<file path="src/rtl/apb_master_32bit_if.sv">
// rtl/apb_master_32bit_if.sv - host request/response and APB bus bundle for apb_master_32bit
//
// Purpose: groups the host-side request/response handshake and the APB
// master bus into one interface.
// Modports:
//   master - the bridge side: drives req_ready, resp_*, p_addr, p_sel,
//            p_enable, p_write, p_wdata and p_strb; samples the host
//            request, resp_ready and the APB slave return signals.
//   slave  - the environment side (host plus APB slave), mirror image of master.
interface apb_master_32bit_if #(
  parameter int AddrBits = 32
);
  logic                req_valid;
  logic                req_ready;
  logic [AddrBits-1:0] req_addr;
  logic                req_write;
  logic [31:0]         req_wdata;
  logic [3:0]          req_strb;

  logic                resp_valid;
  logic                resp_ready;
  logic [31:0]         resp_rdata;
  logic                resp_err;

  logic [AddrBits-1:0] p_addr;
  logic                p_sel;
  logic                p_enable;
  logic                p_write;
  logic [31:0]         p_wdata;
  logic [3:0]          p_strb;
  logic [31:0]         p_rdata;
  logic                p_ready;
  logic                p_slverr;

  modport master (
    input  req_valid, req_addr, req_write, req_wdata, req_strb,
    output req_ready,
    output resp_valid, resp_rdata, resp_err,
    input  resp_ready,
    output p_addr, p_sel, p_enable, p_write, p_wdata, p_strb,
    input  p_rdata, p_ready, p_slverr
  );

  modport slave (
    output req_valid, req_addr, req_write, req_wdata, req_strb,
    input  req_ready,
    input  resp_valid, resp_rdata, resp_err,
    output resp_ready,
    input  p_addr, p_sel, p_enable, p_write, p_wdata, p_strb,
    output p_rdata, p_ready, p_slverr
  );
endinterface

</file>
<file path="src/rtl/apb_master_32bit.sv">
// rtl/apb_master_32bit.sv - single-outstanding host-request to APB master bridge
//
// Purpose: accepts one host request at a time, runs it as an APB SETUP/ACCESS
// transfer, then holds the response until the host takes it. An ACCESS phase
// that sees no p_ready for TimeoutCycles cycles ends with an error response.
// Ports:
//   p_clk    - clock, all state on rising edge
//   p_resetn - asynchronous active-low reset
//   bus      - apb_master_32bit_if.master: host request/response handshake
//              plus the APB master bus
module apb_master_32bit #(
  parameter int AddrBits      = 32,
  parameter int TimeoutCycles = 16
) (
  input  logic                 p_clk,
  input  logic                 p_resetn,
  apb_master_32bit_if.master   bus
);

  typedef enum logic [1:0] {
    IDLE   = 2'd0,
    SETUP  = 2'd1,
    ACCESS = 2'd2,
    RESP   = 2'd3
  } state_t;

  // wait_cnt holds the number of ACCESS cycles already spent without
  // p_ready, so the cycle that would be number TimeoutCycles ends the wait.
  localparam logic [7:0] WaitLast = 8'(TimeoutCycles - 1);

  state_t state;
  state_t state_nxt;

  logic [AddrBits-1:0] addr_q;
  logic                write_q;
  logic [31:0]         wdata_q;
  logic [3:0]          strb_q;
  logic [31:0]         rdata_q;
  logic                err_q;
  logic [7:0]          wait_cnt;

  logic accept;
  logic timed_out;

  assign accept    = (state == IDLE) && bus.req_valid;
  assign timed_out = (state == ACCESS) && !bus.p_ready && (wait_cnt == WaitLast);

  always_ff @(posedge p_clk or negedge p_resetn) begin
    if (!p_resetn) begin
      state <= IDLE;
    end else begin
      state <= state_nxt;
    end
  end

  always_comb begin
    state_nxt = state;
    case (state)
      IDLE:    if (bus.req_valid) state_nxt = SETUP;
      SETUP:   state_nxt = ACCESS;
      ACCESS:  if (bus.p_ready || timed_out) state_nxt = RESP;
      RESP:    if (bus.resp_ready) state_nxt = IDLE;
      default: state_nxt = IDLE;
    endcase
  end

  always_comb begin
    bus.req_ready  = (state == IDLE);
    bus.resp_valid = (state == RESP);
    bus.p_sel      = (state == SETUP) || (state == ACCESS);
    bus.p_enable   = (state == ACCESS);
  end

  // Transfer fields are only loaded on acceptance, so they stay put through
  // SETUP/ACCESS and keep their last values in RESP and IDLE.
  always_ff @(posedge p_clk or negedge p_resetn) begin
    if (!p_resetn) begin
      addr_q   <= '0;
      write_q  <= 1'b0;
      wdata_q  <= '0;
      strb_q   <= '0;
      rdata_q  <= '0;
      err_q    <= 1'b0;
      wait_cnt <= '0;
    end else if (accept) begin
      addr_q   <= bus.req_addr;
      write_q  <= bus.req_write;
      wdata_q  <= bus.req_wdata;
      strb_q   <= bus.req_write ? bus.req_strb : 4'b0000;
      wait_cnt <= '0;
    end else if (state == ACCESS) begin
      if (bus.p_ready) begin
        rdata_q <= write_q ? 32'h0 : bus.p_rdata;
        err_q   <= bus.p_slverr;
      end else if (timed_out) begin
        rdata_q <= 32'h0;
        err_q   <= 1'b1;
      end else if (wait_cnt != 8'hFF) begin
        wait_cnt <= wait_cnt + 8'd1;
      end
    end
  end

  assign bus.p_addr     = addr_q;
  assign bus.p_write    = write_q;
  assign bus.p_wdata    = wdata_q;
  assign bus.p_strb     = strb_q;
  assign bus.resp_rdata = rdata_q;
  assign bus.resp_err   = err_q;

endmodule

</file>
<file path="src/flat_wrapper.sv">
// flat-port wrapper written by rule: the top's interface ports become plain ports
module apb_master_32bit_flat 
#(
  parameter int AddrBits      = 32,
  parameter int TimeoutCycles = 16
)
  (p_clk, p_resetn, bus_req_valid, bus_req_addr, bus_req_write, bus_req_wdata, bus_req_strb, bus_req_ready, bus_resp_valid, bus_resp_rdata, bus_resp_err, bus_resp_ready, bus_p_addr, bus_p_sel, bus_p_enable, bus_p_write, bus_p_wdata, bus_p_strb, bus_p_rdata, bus_p_ready, bus_p_slverr);
  apb_master_32bit_if #(.AddrBits(AddrBits)) bus_i ();
  input  logic p_clk;
  input  logic p_resetn;
  input wire logic [$bits(bus_i.req_valid)-1:0] bus_req_valid;
  input wire logic [$bits(bus_i.req_addr)-1:0] bus_req_addr;
  input wire logic [$bits(bus_i.req_write)-1:0] bus_req_write;
  input wire logic [$bits(bus_i.req_wdata)-1:0] bus_req_wdata;
  input wire logic [$bits(bus_i.req_strb)-1:0] bus_req_strb;
  output wire logic [$bits(bus_i.req_ready)-1:0] bus_req_ready;
  output wire logic [$bits(bus_i.resp_valid)-1:0] bus_resp_valid;
  output wire logic [$bits(bus_i.resp_rdata)-1:0] bus_resp_rdata;
  output wire logic [$bits(bus_i.resp_err)-1:0] bus_resp_err;
  input wire logic [$bits(bus_i.resp_ready)-1:0] bus_resp_ready;
  output wire logic [$bits(bus_i.p_addr)-1:0] bus_p_addr;
  output wire logic [$bits(bus_i.p_sel)-1:0] bus_p_sel;
  output wire logic [$bits(bus_i.p_enable)-1:0] bus_p_enable;
  output wire logic [$bits(bus_i.p_write)-1:0] bus_p_write;
  output wire logic [$bits(bus_i.p_wdata)-1:0] bus_p_wdata;
  output wire logic [$bits(bus_i.p_strb)-1:0] bus_p_strb;
  input wire logic [$bits(bus_i.p_rdata)-1:0] bus_p_rdata;
  input wire logic [$bits(bus_i.p_ready)-1:0] bus_p_ready;
  input wire logic [$bits(bus_i.p_slverr)-1:0] bus_p_slverr;
  assign bus_i.req_valid = bus_req_valid;
  assign bus_i.req_addr = bus_req_addr;
  assign bus_i.req_write = bus_req_write;
  assign bus_i.req_wdata = bus_req_wdata;
  assign bus_i.req_strb = bus_req_strb;
  assign bus_req_ready = bus_i.req_ready;
  assign bus_resp_valid = bus_i.resp_valid;
  assign bus_resp_rdata = bus_i.resp_rdata;
  assign bus_resp_err = bus_i.resp_err;
  assign bus_i.resp_ready = bus_resp_ready;
  assign bus_p_addr = bus_i.p_addr;
  assign bus_p_sel = bus_i.p_sel;
  assign bus_p_enable = bus_i.p_enable;
  assign bus_p_write = bus_i.p_write;
  assign bus_p_wdata = bus_i.p_wdata;
  assign bus_p_strb = bus_i.p_strb;
  assign bus_i.p_rdata = bus_p_rdata;
  assign bus_i.p_ready = bus_p_ready;
  assign bus_i.p_slverr = bus_p_slverr;
  apb_master_32bit #(.AddrBits(AddrBits), .TimeoutCycles(TimeoutCycles)) u_core (.p_clk(p_clk), .p_resetn(p_resetn), .bus(bus_i));
endmodule
</file>
<file path="config.mk">
export PLATFORM = sky130hd
export DESIGN_NAME = apb_master_32bit_flat
export DESIGN_NICKNAME = d
export VERILOG_FILES = /design/src/rtl/apb_master_32bit_if.sv /design/src/rtl/apb_master_32bit.sv /design/src/flat_wrapper.sv
export SDC_FILE = /design/constraint.sdc
export NUM_CORES = 1
export LEC_CHECK = 0
export BUFFER_PORTS_ARGS = -buffer_cell sky130_fd_sc_hd__buf_2
export CAP_MARGIN = 20
export CORE_MARGIN = 1.5
export CORE_UTILIZATION = 47
export CTS_CLUSTER_SIZE = 12
export DETAILED_ROUTE_END_ITERATION = 10
export HOLD_SLACK_MARGIN = 0.05
export PLACE_DENSITY_LB_ADDON = 0.25
export RECOVER_POWER = 50
export SETUP_SLACK_MARGIN = 0.4
export SYNTH_ARGS = -nofsm -noshare
export SYNTH_HDL_FRONTEND = slang
export SYNTH_SLANG_ARGS = --single-unit
</file>
<file path="constraint.sdc">
create_clock -name p_clk -period 2 [get_ports p_clk]
set_input_delay 0 -clock p_clk [delete_from_list [all_inputs] [get_ports p_clk]]
set_output_delay 0 -clock p_clk [all_outputs]
set_load 0.01 [all_outputs]
</file>
==> flow_summary.json <==
{
  "report.final.slew_viol_count": 0,
  "critical_path.reg2reg.startpoint": "u_core.wait_cnt[5]$_DFFE_PN0P_",
  "totalNegativeSetupSlack_ns": 0,
  "final_cell_mix": "sky130_fd_sc_hd__nand2_1 (239), sky130_fd_sc_hd__buf_2 (152), sky130_fd_sc_hd__dfrtp_1 (109), sky130_fd_sc_hd__dlygate4sd3_1 (104), sky130_fd_sc_hd__clkbuf_1 (59)",
  "post-dp-hpwl_mm": 8.14,
  "finalNonFillerCells": 971,
  "combined_area_of_the_multi_input_logic_cells_um2": 1790,
  "initialDrtViolationCount": 238,
  "placement_cell_area_um2": 5930,
  "place_congestion": 0.915,
  "synthesis.area_um2": 4680,
  "finalPower_mw": 9.16,
  "place_worst_setup_slack_ns": 0.212,
  "synthesis.yosys.warnings": 0,
  "average_cell_area_after_synthesis_um2": 9.17,
  "timing.final.crit_share_pct": 84.2,
  "die_x_um": 103,
  "internal_power_mw": 5.51,
  "core_area_um2": 9730,
  "detailedRoute.firstPassIterationCount": 5,
  "drc_errors": 0,
  "core.rowCount": 36,
  "irDropWorstVdd_mv": 0.772,
  "layout.cells.most_common": "sky130_fd_sc_hd__nand2_1",
  "clock_insertion_delay_worst_skew_ns": 0.37,
  "m1WireLength_mm": 5.73,
  "grt_pass1_wl_mm": 21.3,
  "share_clk_of_total_power_pct": 15.0,
  "switching_power_as_a_share_of_total_power_pct": 39.9,
  "min_path_type": "in2reg",
  "postSynthRegisterBits": 112,
  "fillerInstances": 684,
  "cts_tree": "yes",
  "final_area_um2": 7350,
  "seqPwrFrac_pct": 41.0,
  "max_cap_check_violation_count": 0,
  "skew_ns": 0.0146,
  "switching_power_mw": 3.65,
  "combinationalPowerShare_pct": 44.0,
  "synth_cell_types": 36,
  "share_of_the_yosys_chip_area_belonging_to_registers_pct": 59.9,
  "period_minus_slack_ns": 1.68,
  "maxUsedRoutingLayer": "met4",
  "grt_antenna_before_repair": 0,
  "max_slew.worst_pin.slew_ns": 0.786,
  "cts-root-to-sink-buffers": 2,
  "first_global_vias": 4674,
  "globalRouteTotalUtil_pct": 25.8,
  "place_inst": 829,
  "max-slew-margin-rel_pct": 47.6,
  "report.final.setup_viol": 0,
  "initial_core_util_pct": 48.1,
  "synthesis.nets": 622,
  "wl_per_cell_um": 14.6,
  "ioPinCount": 213,
  "fmax_mhz": 594,
  "hold_start": "bus_req_valid",
  "die_area_um2": 10600,
  "cts_htree_levels": 3,
  "worstPathMaxFanout": 41,
  "met3WireLength_mm": 1.04,
  "sequential_cell_area_um2": 2810,
  "worstSetupStartpointType": "register",
  "worst_setup_path_end_kind": "register",
  "nets": 945,
  "cts.reportedPaths.clkPinSlew_ns": 0.11,
  "timing.critical_path.required_ns": 2.24,
  "cts.root.buffer_cell": "sky130_fd_sc_hd__clkbuf_8",
  "timing.setup.critical_path_class": "reg2reg",
  "finalHoldViolations": 0,
  "leakage_power_summed_over_all_cells_nw": 3.75,
  "drt.antenna.violating_nets": 0,
  "total_wirelength_of_the_detailed_routed_design_mm": 14.1,
  "status": "complete, no violations",
  "maximum_number_of_pins_on_one_net_before_global_route_repair": 74,
  "io_buffer_count": 212,
  "flow.area_growth_from_synthesis_pct": 57.1,
  "final_layout_size_suffix_gt1_share_pct": 27.3,
  "globalRoute.totalOverflow": 0,
  "cts-buffers-inserted": 9,
  "fin_ws_ns": 0.315,
  "critical_path.startpoint": "u_core.wait_cnt[5]$_DFFE_PN0P_",
  "via_count": 4836,
  "power.density_nw_per_um2": 1250,
  "grt_setup_unrepaired": "yes",
  "cts.sink_count": 112,
  "worst_ep_arrival_time_ns": 1.93,
  "die_height_um": 103,
  "synthCells": 510,
  "diodes": 0,
  "met2RoutedLength_mm": 7.02,
  "hold_slack_ns": 0.0575,
  "vias_per_cell": 4.98,
  "utilization_pct": 75.5
}
[routing by layer]
metal	up-vias	GRT usage (%)
met5	-	0
li1	2310	-
met4	0	10.2
met2	201	44.5
met3	37	6.31
met1	2288	31.2
[critical path: stages, from the launching register on]
cell	delay, ns
sky130_fd_sc_hd__dfrtp_2	0.44
sky130_fd_sc_hd__buf_4	0.16
sky130_fd_sc_hd__nor4_4	0.35
sky130_fd_sc_hd__a21oi_4	0.12
sky130_fd_sc_hd__buf_12	0.18
sky130_fd_sc_hd__o21ai_1	0.20
sky130_fd_sc_hd__o31ai_2	0.11
[synthesized netlist by cell type, drive strengths merged]
| library cell | n | area (um^2) |
|---|---|---|
| nand2 | 241 | 905 |
| dfrtp | 112 | 2800 |
| o21ai | 35 | 175 |
| o31ai | 35 | 263 |
| clkbuf | 25 | 93.8 |
| buf | 11 | 56.3 |
| a21oi | 6 | 45.0 |
| ha | 5 | 62.6 |
| inv | 5 | 18.8 |
| nand3 | 4 | 20.0 |
| nand4 | 4 | 25.0 |
| nor2 | 3 | 11.3 |
| or3 | 3 | 22.5 |
| and3 | 2 | 17.5 |
| nor2b | 2 | 12.5 |
| o211ai | 2 | 15.0 |
| or4 | 2 | 18.8 |
| a211oi | 1 | 7.51 |
| a21boi | 1 | 11.3 |
| and2 | 1 | 6.26 |
| and4 | 1 | 10.0 |
| mux2 | 1 | 11.3 |
| nand2b | 1 | 6.26 |
| nand4b | 1 | 8.76 |
| nor3 | 1 | 5.00 |
| nor4 | 1 | 12.5 |
| o21a | 1 | 7.51 |
| o22ai | 1 | 6.26 |
| o32a | 1 | 10.0 |
| xor2 | 1 | 8.76 |
[registers in the layout (all words and copies together), names as in the netlist]
signal / cells
u_core.bus.resp_err: 1
u_core.state: 2
u_core.bus.resp_rdata: 32
u_core.bus.p_strb: 4
u_core.bus.p_write: 1
u_core.bus.p_addr: 32
u_core.bus.p_wdata: 32
u_core.wait_cnt: 8
[power groups by stage]
| stage | clock network (mW) | logic, mW | registers (mW) |
|---|---|---|---|
| final | 1.38 | 4.03 | 3.75 |
| after global routing | 1.50 | 4.46 | 3.87 |
| after CTS | 1.42 | 3.98 | 3.71 |
| after detailed placement | 0 | 3.67 | 3.75 |
| after global placement | 0 | 3.54 | 3.71 |
| after floorplan | 0 | 1.60 | 4.19 |
[final cells by class]
class	instances	area share [%]
Clock buffer	11	2.06
Clock inverter	5	0.749
Inverter	5	0.255
Multi-Input combinational cell	357	24.4
Sequential cell	112	38.2
Tap cell	133	2.27
Timing Repair Buffer	348	32.1
[what timing repair did]
action | in CTS | in global routing
hold endpoints to repair | 214 | 0
hold buffers | 104 | 0
gates cloned | 0 | 1
endpoints found under the setup margin | 30 | 104
pin swaps | 6 | 7
setup buffers | 14 | 7
gates resized for setup | 18 | 8
[final timing paths]
kind,cells past startpoint,slack [ns],to
setup / recovery,6,0.32,u_core.bus.resp_rdata[27]$_DFFE_PN0P_
hold / removal,3,0.06,u_core.wait_cnt[6]$_DFFE_PN0P_
setup reg to reg,6,0.32,u_core.bus.resp_rdata[27]$_DFFE_PN0P_
hold reg to reg,2,0.48,u_core.bus.p_strb[3]$_DFFE_PN0P_
max in group asynchronous,3,0.60,u_core.wait_cnt[5]$_DFFE_PN0P_
min in group asynchronous,2,0.24,u_core.bus.p_addr[29]$_DFFE_PN0P_
[cells by family after synthesis]
family	count (synthesis)	synth area share (%)
buffers and inverters	41	3.61
DFF	112	59.9
xor gates and xnor gates	1	0.187
muxes	1	0.241
AOI/OAI and AO/OA	83	11.6
and+or+nand+nor	267	23.1
adders and majority gates	5	1.34
Note: power is estimated with default switching activity, not from simulation.
